$ cat config.mk
export PLATFORM = sky130hd
export DESIGN_NAME = mips_multicycle_control
export DESIGN_NICKNAME = d
export VERILOG_FILES = /design/src/rtl/mips_pkg.sv /design/src/rtl/mips_decoder.sv /design/src/rtl/mips_multicycle_control.sv
export SDC_FILE = /design/constraint.sdc
export NUM_CORES = 1
export LEC_CHECK = 0
export BUFFER_PORTS_ARGS = -buffer_cell sky130_fd_sc_hd__buf_2
export CAP_MARGIN = 15
export CORE_MARGIN = 8
export CORE_UTILIZATION = 47
export CTS_BUF_LIST = sky130_fd_sc_hd__clkbuf_16
export DETAILED_ROUTE_END_ITERATION = 10
export HOLD_SLACK_MARGIN = 0.08
export PLACE_DENSITY = 0.77
export SLEW_MARGIN = 20
export SYNTH_ARGS = -nofsm -noshare
export SYNTH_HDL_FRONTEND = slang
export SYNTH_HIERARCHICAL = 1
export SYNTH_SLANG_ARGS = --single-unit
$ cat constraint.sdc
create_clock -name clk -period 2.1 [get_ports clk]
set_input_delay 0.21 -clock clk [delete_from_list [all_inputs] [get_ports clk]]
set_output_delay 0.21 -clock clk [all_outputs]
set_load 0.03 [all_outputs]
$ cat src/rtl/mips_pkg.sv
// Shared types and encodings for the multi-cycle MIPS control slice.
// Optional illegal-opcode trapping is enabled by ILLEGAL_OP_TRAP_EN.
package mips_pkg;

    typedef enum logic [2:0] {
        S_IDLE   = 3'd0,
        S_FETCH  = 3'd1,
        S_DECODE = 3'd2,
        S_EXEC   = 3'd3,
        S_MEM    = 3'd4,
        S_WB     = 3'd5,
        S_HALTED = 3'd6
    } state_t;

    localparam logic [5:0] OP_SPECIAL = 6'h00;
    localparam logic [5:0] OP_ADDIU   = 6'h09;
    localparam logic [5:0] OP_LW      = 6'h23;
    localparam logic [5:0] OP_SW      = 6'h2B;

    localparam logic [5:0] FN_ADDU = 6'h21;
    localparam logic [5:0] FN_JR   = 6'h08;

    typedef enum logic [2:0] {
        ALU_R   = 3'd0,
        ALU_I   = 3'd1,
        LOAD    = 3'd2,
        STORE   = 3'd3,
        JUMPREG = 3'd4,
        ILLEGAL = 3'd5
    } instr_class_t;

endpackage

$ cat src/rtl/mips_decoder.sv
// Classifies the latched instruction from its opcode and funct fields.
module mips_decoder
    import mips_pkg::*;
(
    input  logic [5:0]   op_i,
    input  logic [5:0]   funct_i,
    output instr_class_t cls_o
);

    always_comb begin
        cls_o = ILLEGAL;
        unique case (1'b1)
            (op_i == OP_SPECIAL && funct_i == FN_ADDU): cls_o = ALU_R;
            (op_i == OP_SPECIAL && funct_i == FN_JR):   cls_o = JUMPREG;
            (op_i == OP_ADDIU):                         cls_o = ALU_I;
            (op_i == OP_LW):                            cls_o = LOAD;
            (op_i == OP_SW):                            cls_o = STORE;
            default:                                    cls_o = ILLEGAL;
        endcase
    end

endmodule

$ cat src/rtl/mips_multicycle_control.sv
// Multi-cycle sequencer: FETCH/DECODE/EXEC/MEM/WB with Moore strobes.
// Define ILLEGAL_OP_TRAP_EN to halt with error on unsupported instructions.
module mips_multicycle_control
    import mips_pkg::*;
#(
    parameter int RESET_STALL = 0
) (
    input  logic        clk,
    input  logic        reset,
    input  logic        mem_waitrequest,
    input  logic [31:0] mem_readdata,
    input  logic        rs_is_zero,
    output logic        mem_read,
    output logic        mem_write,
    output logic        addr_sel,
    output logic [31:0] ir,
    output logic        pc_write,
    output logic        pc_src,
    output logic        alu_src_b,
    output logic        reg_dst,
    output logic        mem_to_reg,
    output logic        reg_write_enable,
    output logic        active,
    output logic        error
);

    localparam logic [3:0] STALL = 4'(RESET_STALL);

    state_t       state_q, state_d;
    logic [31:0]  ir_q, ir_d;
    logic [3:0]   stall_q, stall_d;
    instr_class_t cls;

    mips_decoder u_decoder (
        .op_i    (ir_q[31:26]),
        .funct_i (ir_q[5:0]),
        .cls_o   (cls)
    );

`ifdef ILLEGAL_OP_TRAP_EN
    logic err_q, err_d;

    always_ff @(posedge clk or posedge reset) begin
        if (reset) err_q <= 1'b0;
        else       err_q <= err_d;
    end

    assign error = err_q;
`else
    assign error = 1'b0;
`endif

    always_ff @(posedge clk or posedge reset) begin
        if (reset) begin
            state_q <= S_IDLE;
            ir_q    <= '0;
            stall_q <= '0;
        end else begin
            state_q <= state_d;
            ir_q    <= ir_d;
            stall_q <= stall_d;
        end
    end

    always_comb begin
        state_d = state_q;
        ir_d    = ir_q;
        stall_d = stall_q;
`ifdef ILLEGAL_OP_TRAP_EN
        err_d   = err_q;
`endif
        unique case (state_q)
            S_IDLE: begin
                if (stall_q == STALL) state_d = S_FETCH;
                else                  stall_d = stall_q + 4'd1;
            end
            S_FETCH: begin
                if (!mem_waitrequest) begin
                    ir_d    = mem_readdata;
                    state_d = S_DECODE;
                end
            end
            S_DECODE: state_d = S_EXEC;
            S_EXEC: begin
                unique case (cls)
                    ALU_R, ALU_I: state_d = S_WB;
                    LOAD, STORE:  state_d = S_MEM;
                    JUMPREG:      state_d = rs_is_zero ? S_HALTED : S_FETCH;
                    default: begin
`ifdef ILLEGAL_OP_TRAP_EN
                        state_d = S_HALTED;
                        err_d   = 1'b1;
`else
                        state_d = S_FETCH;
`endif
                    end
                endcase
            end
            S_MEM: begin
                if (!mem_waitrequest)
                    state_d = (cls == LOAD) ? S_WB : S_FETCH;
            end
            S_WB:     state_d = S_FETCH;
            S_HALTED: state_d = S_HALTED;
            default:  state_d = S_IDLE;
        endcase
    end

    // Strobes follow state and IR; only FETCH's pc_write sees waitrequest.
    always_comb begin
        mem_read         = 1'b0;
        mem_write        = 1'b0;
        addr_sel         = 1'b0;
        pc_write         = 1'b0;
        pc_src           = 1'b0;
        alu_src_b        = 1'b0;
        reg_dst          = 1'b0;
        mem_to_reg       = 1'b0;
        reg_write_enable = 1'b0;
        unique case (state_q)
            S_FETCH: begin
                mem_read = 1'b1;
                pc_write = !mem_waitrequest;
            end
            S_EXEC: begin
                alu_src_b = cls inside {ALU_I, LOAD, STORE};
                if (cls == JUMPREG && !rs_is_zero) begin
                    pc_write = 1'b1;
                    pc_src   = 1'b1;
                end
            end
            S_MEM: begin
                addr_sel  = 1'b1;
                mem_read  = (cls == LOAD);
                mem_write = (cls == STORE);
            end
            S_WB: begin
                reg_write_enable = 1'b1;
                reg_dst          = (cls == ALU_R);
                mem_to_reg       = (cls == LOAD);
            end
            default: ;
        endcase
    end

    assign ir     = ir_q;
    assign active = (state_q != S_HALTED);

endmodule
# After elaboration in Yosys (flattened, before gate mapping)
# Cells that the tools add are included.
# W data, S select, Z words.
# word_totals
reg_bits	39
latchBits	0
ramBits	0
mem_bits_ro	0
in_bits	36
output_inout_bits	43
elab_cells	58
n_memories	0
# classes
n_addsub	1
n_mul	0
div_mod_pow	0
n_lt_le_gt_ge	0
eq_ne	19
n_shift	0
muxes	18
bitwise_logic	2
n_reduce_logical	15
# op_table
cell	count
$pmux W3 S7	1
$eq A6 B6 Y1 const B	3
$mux W3	5
$pmux W3 S5	1
$eq A3 B2 Y1 const B	4
$eq A3 B3 Y1 const B	4
$eq A6 B4 Y1 const B	2
$pmux W3 S3	1
$mux W1	8
$eq A3 B1 Y1 const B	2
$logic_not A3 Y1	2
$logic_not A6 Y1	1
$ne A2 B2 Y1 const B	3
$add A4 B1 Y4 const B	1
$logic_not A4 Y1	1
$pmux W1 S2	2
$reduce_and A2 Y1	2
$reduce_or A2 Y1	2
$logic_and A1 B1 Y1	3
$ne A3 B3 Y1 const B	1
$reduce_and A3 Y1	1
$reduce_bool A3 Y1	1
$logic_not A1 Y1	2
$not A1 Y1	2

# Logic depth before layout (Yosys ltp)
# depth
ltp_word	7
depth_mapped	6
ltp_nobuf	6

# Hierarchy
# The synthesis kept the hierarchy.
# by_module_without_submodules
module	instances	cells_each	area_per_inst_um2	seq_area_each_um2
mips_multicycle_control	1	132	1722.9	975.9
mips_decoder	1	14	91.3	0.0

# Worst setup path before layout
# No wires, ideal clock.
# synth_path
path_kind	register -> output
from	register ir_q[1], in the netlist ir[1]
to	output port mem_write
arrival_ns	2.156
slack_ns	-0.266
stages_incl_launch_ff	6
path_buffers	0
path_cell_list	dfrtp_1 nor3_1 nand4_1 o22a_1 nand2b_1 nor4_1
# synth_between
elab_chain_len	5
elab_cells_between_ends	7
cone_classes	eq/ne: 3; mux: 2; reduce/logical: 2
# synth_lines
item	line_no	source
from (decl)	mips_multicycle_control.sv:30	logic [31:0] ir_q, ir_d;
from (signal assigned)	mips_multicycle_control.sv:60	ir_q <= ir_d;
$eq A6 B4 Y1 or $eq A6 B6 Y1 (tied branches)	mips_decoder.sv:14, mips_decoder.sv:13	
$logic_and A1 B1 Y1, on equally long branches	mips_decoder.sv:14, mips_decoder.sv:13	
$pmux W3 S5 *	mips_decoder.sv:12	unique case (1'b1)
via cls[2]	mips_multicycle_control.sv:32	instr_class_t cls;
$eq A3 B2 Y1 *	mips_multicycle_control.sv:135	mem_write = (cls == STORE);
$mux W1 *	mips_multicycle_control.sv:120	unique case (state_q)
to (decl)	mips_multicycle_control.sv:14	output logic mem_write,
# Mark *: on every way through the listed nets, which the timed path passes. The rest lies on a longest branch.

# Worst setup path after layout
# layout_path
from	register ir_q[28], in the netlist ir[28]
to	output port mem_read
# layout_between
elab_chain_len	5
elab_cells_between_ends	9
cone_classes	eq/ne: 4; mux: 2; reduce/logical: 3
# layout_lines
item	line_no	source
$logic_not A6 Y1	mips_decoder.sv:13, mips_decoder.sv:14	
$logic_and A1 B1 Y1, on equally long branches	mips_decoder.sv:14, mips_decoder.sv:13	
$pmux W3 S5 *	mips_decoder.sv:12	
via cls[1]	mips_multicycle_control.sv:32	
$eq A3 B2 Y1 *	mips_multicycle_control.sv:134	mem_read = (cls == LOAD);
$pmux W1 S2 *	mips_multicycle_control.sv:120	
to (decl)	mips_multicycle_control.sv:13	output logic mem_read,
# Marked as above.

==> results.md <==
* Total gr overflow at 0
* 1st-iter DRT viols at 48
* Fraction of layout instances using a drive strength above 1 at 59.2%
* Placement Cell Area at between 0.002 and 0.0025 mm²
* Hold wc startpoint: mem_readdata[6]
* Top Layer Used: met4
* Clk slew on worst S/H paths at roughly 0.06 ns
* Area Overhead vs Synth at 37.0%
* Final-layout fill cell count at 310
* Met3 wire len at roughly 280 µm
* Max-slew violations at 0
* Kind of cell adding the most delay to the critical path: simple AND/OR/NAND/NOR gates
* Initial antenna violation count at 0
* Drt first pass iters at 4
* Hold Path Stages at 2
* Slowest CP cell: dfrtp_1
* Die W at approximately 80 µm
* Fin. Hold Viols at 0
* Synth Area in Adders at roughly 1.4%
* Nets at 270
* DRT Wirelength at 4.31 mm
* Setup TNS at -0.0118 ns
* Sink Count at 39
* Power, Total at 4.02 mW
* Peak fanout along the critical path at 5
* Port bufs at 77
* Chip Height at approximately 80 µm
* Most frequent cells in the layout: 70 x buf_2, 39 x dfrtp_1, 31 x mux2_2
* Post-synth net total at approximately 180
* Setup-failing EPs final at 2
* Post-DP HPWL at around 3.2 mm
* WL met1 at between 1.5 and 2 mm
* Antenna Cells at 0
* Number of synthesized register bits at 39
* Design Area, Final at ~0.0025 mm²
* Area of the core at approximately 0.0037 mm²
* Critical path required time at 1.89 ns
* Global-route wire length before repair at approximately 7.3 mm
* Met2 wire len at 2.33 mm
* Worst reg-to-reg path cell count at 7
* Outcome: complete, but fails checks
* Most frequent CP cell: nor2_1
* Vias per inst at 5.02
* Skew final at 0.00260 ns
* Critical path class: flop to output port
* Final core utilization at 67.4%
* Die area at 0.00610 mm²
* Power Density at between 1500 and 2000 mW/mm²
* Leak Pwr at 1.19 nW
* CTS max path bufs at 2
* RR Endpoint: state_q[0]$_DFFE_PP0P_
* Startpoint types: flop
* Simple-gate portion of the synthesized area at 12.9%
* Compound-Gate Fraction of Synth Area at 6.34%
* Min Tclk post-route at around 2.1 ns
* Ports at between 70 and 80
* All-Layer GR Usage at between 10 and 15%
* Synthesized instance count at 146
* Largest family of logic cells by synthesized area: multiplexers
* Min-Delay Path Class: input pin to flop
* Mapped cell area at 0.00181 mm²
* Vias in the first global route at 1558
* R2R setup slack at 0.01 ns
* Max Cap Violations at 0
* Commonest non-fill, non-tap cell in the layout: buf_2
* Unrepaired setup endpoints after global routing: yes
* Synth warn at 6
* Largest net degree at the start of global routing at 40
* Max Clock Freq at 474 MHz
* Mux contribution to synthesized area at 20.5%
* Final GP Congestion at ~0.76
* Row cnt at 22
* Initial Utilization at 49.2%
* DRC violations left at 0
* Worst r2r src: ir[4]$_DFFE_PP0P_
* Num CTS Buffers at 5
* CTS tree: built
* Setup ws final at -0.00973 ns
* Yosys cell types at 40
* CP endpoint kind: output port
* Skew-Pair Late Insertion Delay at ~0.27 ns
* CTS H-Tree Depth at 2
* DR WL/cell at roughly 15 µm
* Mapped Avg Cell Area at 12.4 µm²
* Final worst-path cycle share at 100%
* CP max stage delay at around 0.4 ns
* Worst slack, placed at about 0.10 ns
* Register area share after synthesis at between 50% and 60%
* Antenna Nets Post-Route at 0
* Worst path cell trace: nor2_4, nand2_2, nor2_1, nor3b_2, a21oi_1, nor2_1, buf_4
* Failing checks: setup timing
* Vias at between 1000 and 1500
* Buf+Inv Stages, Crit Path at 1
* Root buf cell: clkbuf_16
* CP arrival at 1.90 ns
* Max VDD drop at 0.907 mV
* Hold endpoint: ir[6]$_DFFE_PP0P_
* XOR/XNOR Fraction of Synth Area at 0.483%
==> metal layers <==
layer | vias up | track usage (%)
li1 | 684 | -
met1 | 687 | 15.8
met2 | 37 | 25.5
met3 | 4 | 5.01
met4 | 0 | 5.19
met5 | - | 0
==> where the power goes <==
part	leakage [nW]	switching (mW)	internal [mW]	total, mW
logic	0.654	1.22	0.748	1.97
clock network	0.0658	0.278	0.436	0.715
registers	0.469	0.245	1.09	1.34
==> Yosys cell counts <==
library cell  number  area share [%]
nand2_1            6             1.2
o22a_1             1            0.48
buf_4              1            0.41
conb_1             1            0.21
nand3_1            1            0.28
or3_1              2            0.69
nor4_1             2            0.69
mux2_1             2             1.2
buf_6              3             1.9
or4bb_1            1            0.62
nor2_1             8             1.7
o41ai_1            1            0.48
o22ai_1            1            0.35
inv_2              1            0.21
o21bai_1           2            0.83
nand2_2            1            0.35
nor3_1             5             1.4
nor3b_1            3             1.2
nor2_4             1            0.62
mux2_2            31              19
a21o_1             1            0.41
o32a_1             1            0.55
buf_2              1            0.28
dfrtp_1           39              54
inv_1              6             1.2
nand3b_1           2            0.83
a21boi_0           1            0.41
o21ai_0            5             1.4
nor2b_1            3             1.0
a31oi_1            1            0.35
o211ai_1           1            0.41
nand4_1            1            0.35
nor4_4             1             1.2
ha_1               2             1.4
xnor2_1            1            0.48
a21oi_1            1            0.28
a21boi_1           1            0.41
clkbuf_1           2            0.41
nand2b_1           1            0.35
and2b_1            1            0.41
==> kinds of logic (layout without fill, tap and decap cells) <==
group	after synthesis	in the layout
DFF	39	39
and+or+nand+nor	39	39
muxes	33	33
AOI/OAI and AO/OA	17	17
buffers and inverters	14	101
adders and majority gates	2	2
other	1	1
xor gates and xnor gates	1	1
==> flip-flops by register name, summed over array words and instances (netlist names) <==
register and flops:
stall_q 4, ir 32, state_q 3
==> through the flow <==
step,cells,hold WS [ns]
final,281,0.160
after global routing,281,0.157
after CTS,279,0.152
after detailed placement,268,0.355
after global placement,268,0.353
after floorplan,146,0.345
==> layout make-up <==
class	instances	area (µm²)	area share, %
sequential	39	976	39.3
multi-input combinational	93	805	32.4
timing repair buffer	86	473	19.0
clock buffer	5	125	5.04
tap	48	60.1	2.42
inverter	7	26.3	1.06
clock inverter	3	20.0	0.806
==> worst max-delay path by stage <==
stage,start,to,slack (ns),depth (start not counted)
6_report,ir[28]$_DFFE_PP0P_,mem_read,-0.01,7
5_1_grt,ir[4]$_DFFE_PP0P_,mem_read,-0.17,7
4_1_cts,ir[1]$_DFFE_PP0P_,mem_write,0.009,6
3_5_place_dp,ir[1]$_DFFE_PP0P_,state_q[0]$_DFFE_PP0P_,0.10,6
3_3_place_gp,ir[1]$_DFFE_PP0P_,state_q[0]$_DFFE_PP0P_,0.16,6
2_1_floorplan,ir[28]$_DFFE_PP0P_,mem_read,0.008,6
==> repair_timing <==
| action | in CTS | in global routing |
|---|---|---|
| setup endpoints to repair | 6 | 8 |
| pin swaps | 2 | 6 |
| hold buffers | 1 | 0 |
| buffers inserted | 2 | 2 |
| hold endpoints to repair | 39 | 0 |
| gates resized for setup | 6 | 13 |
(Power assumes the default switching activity.)
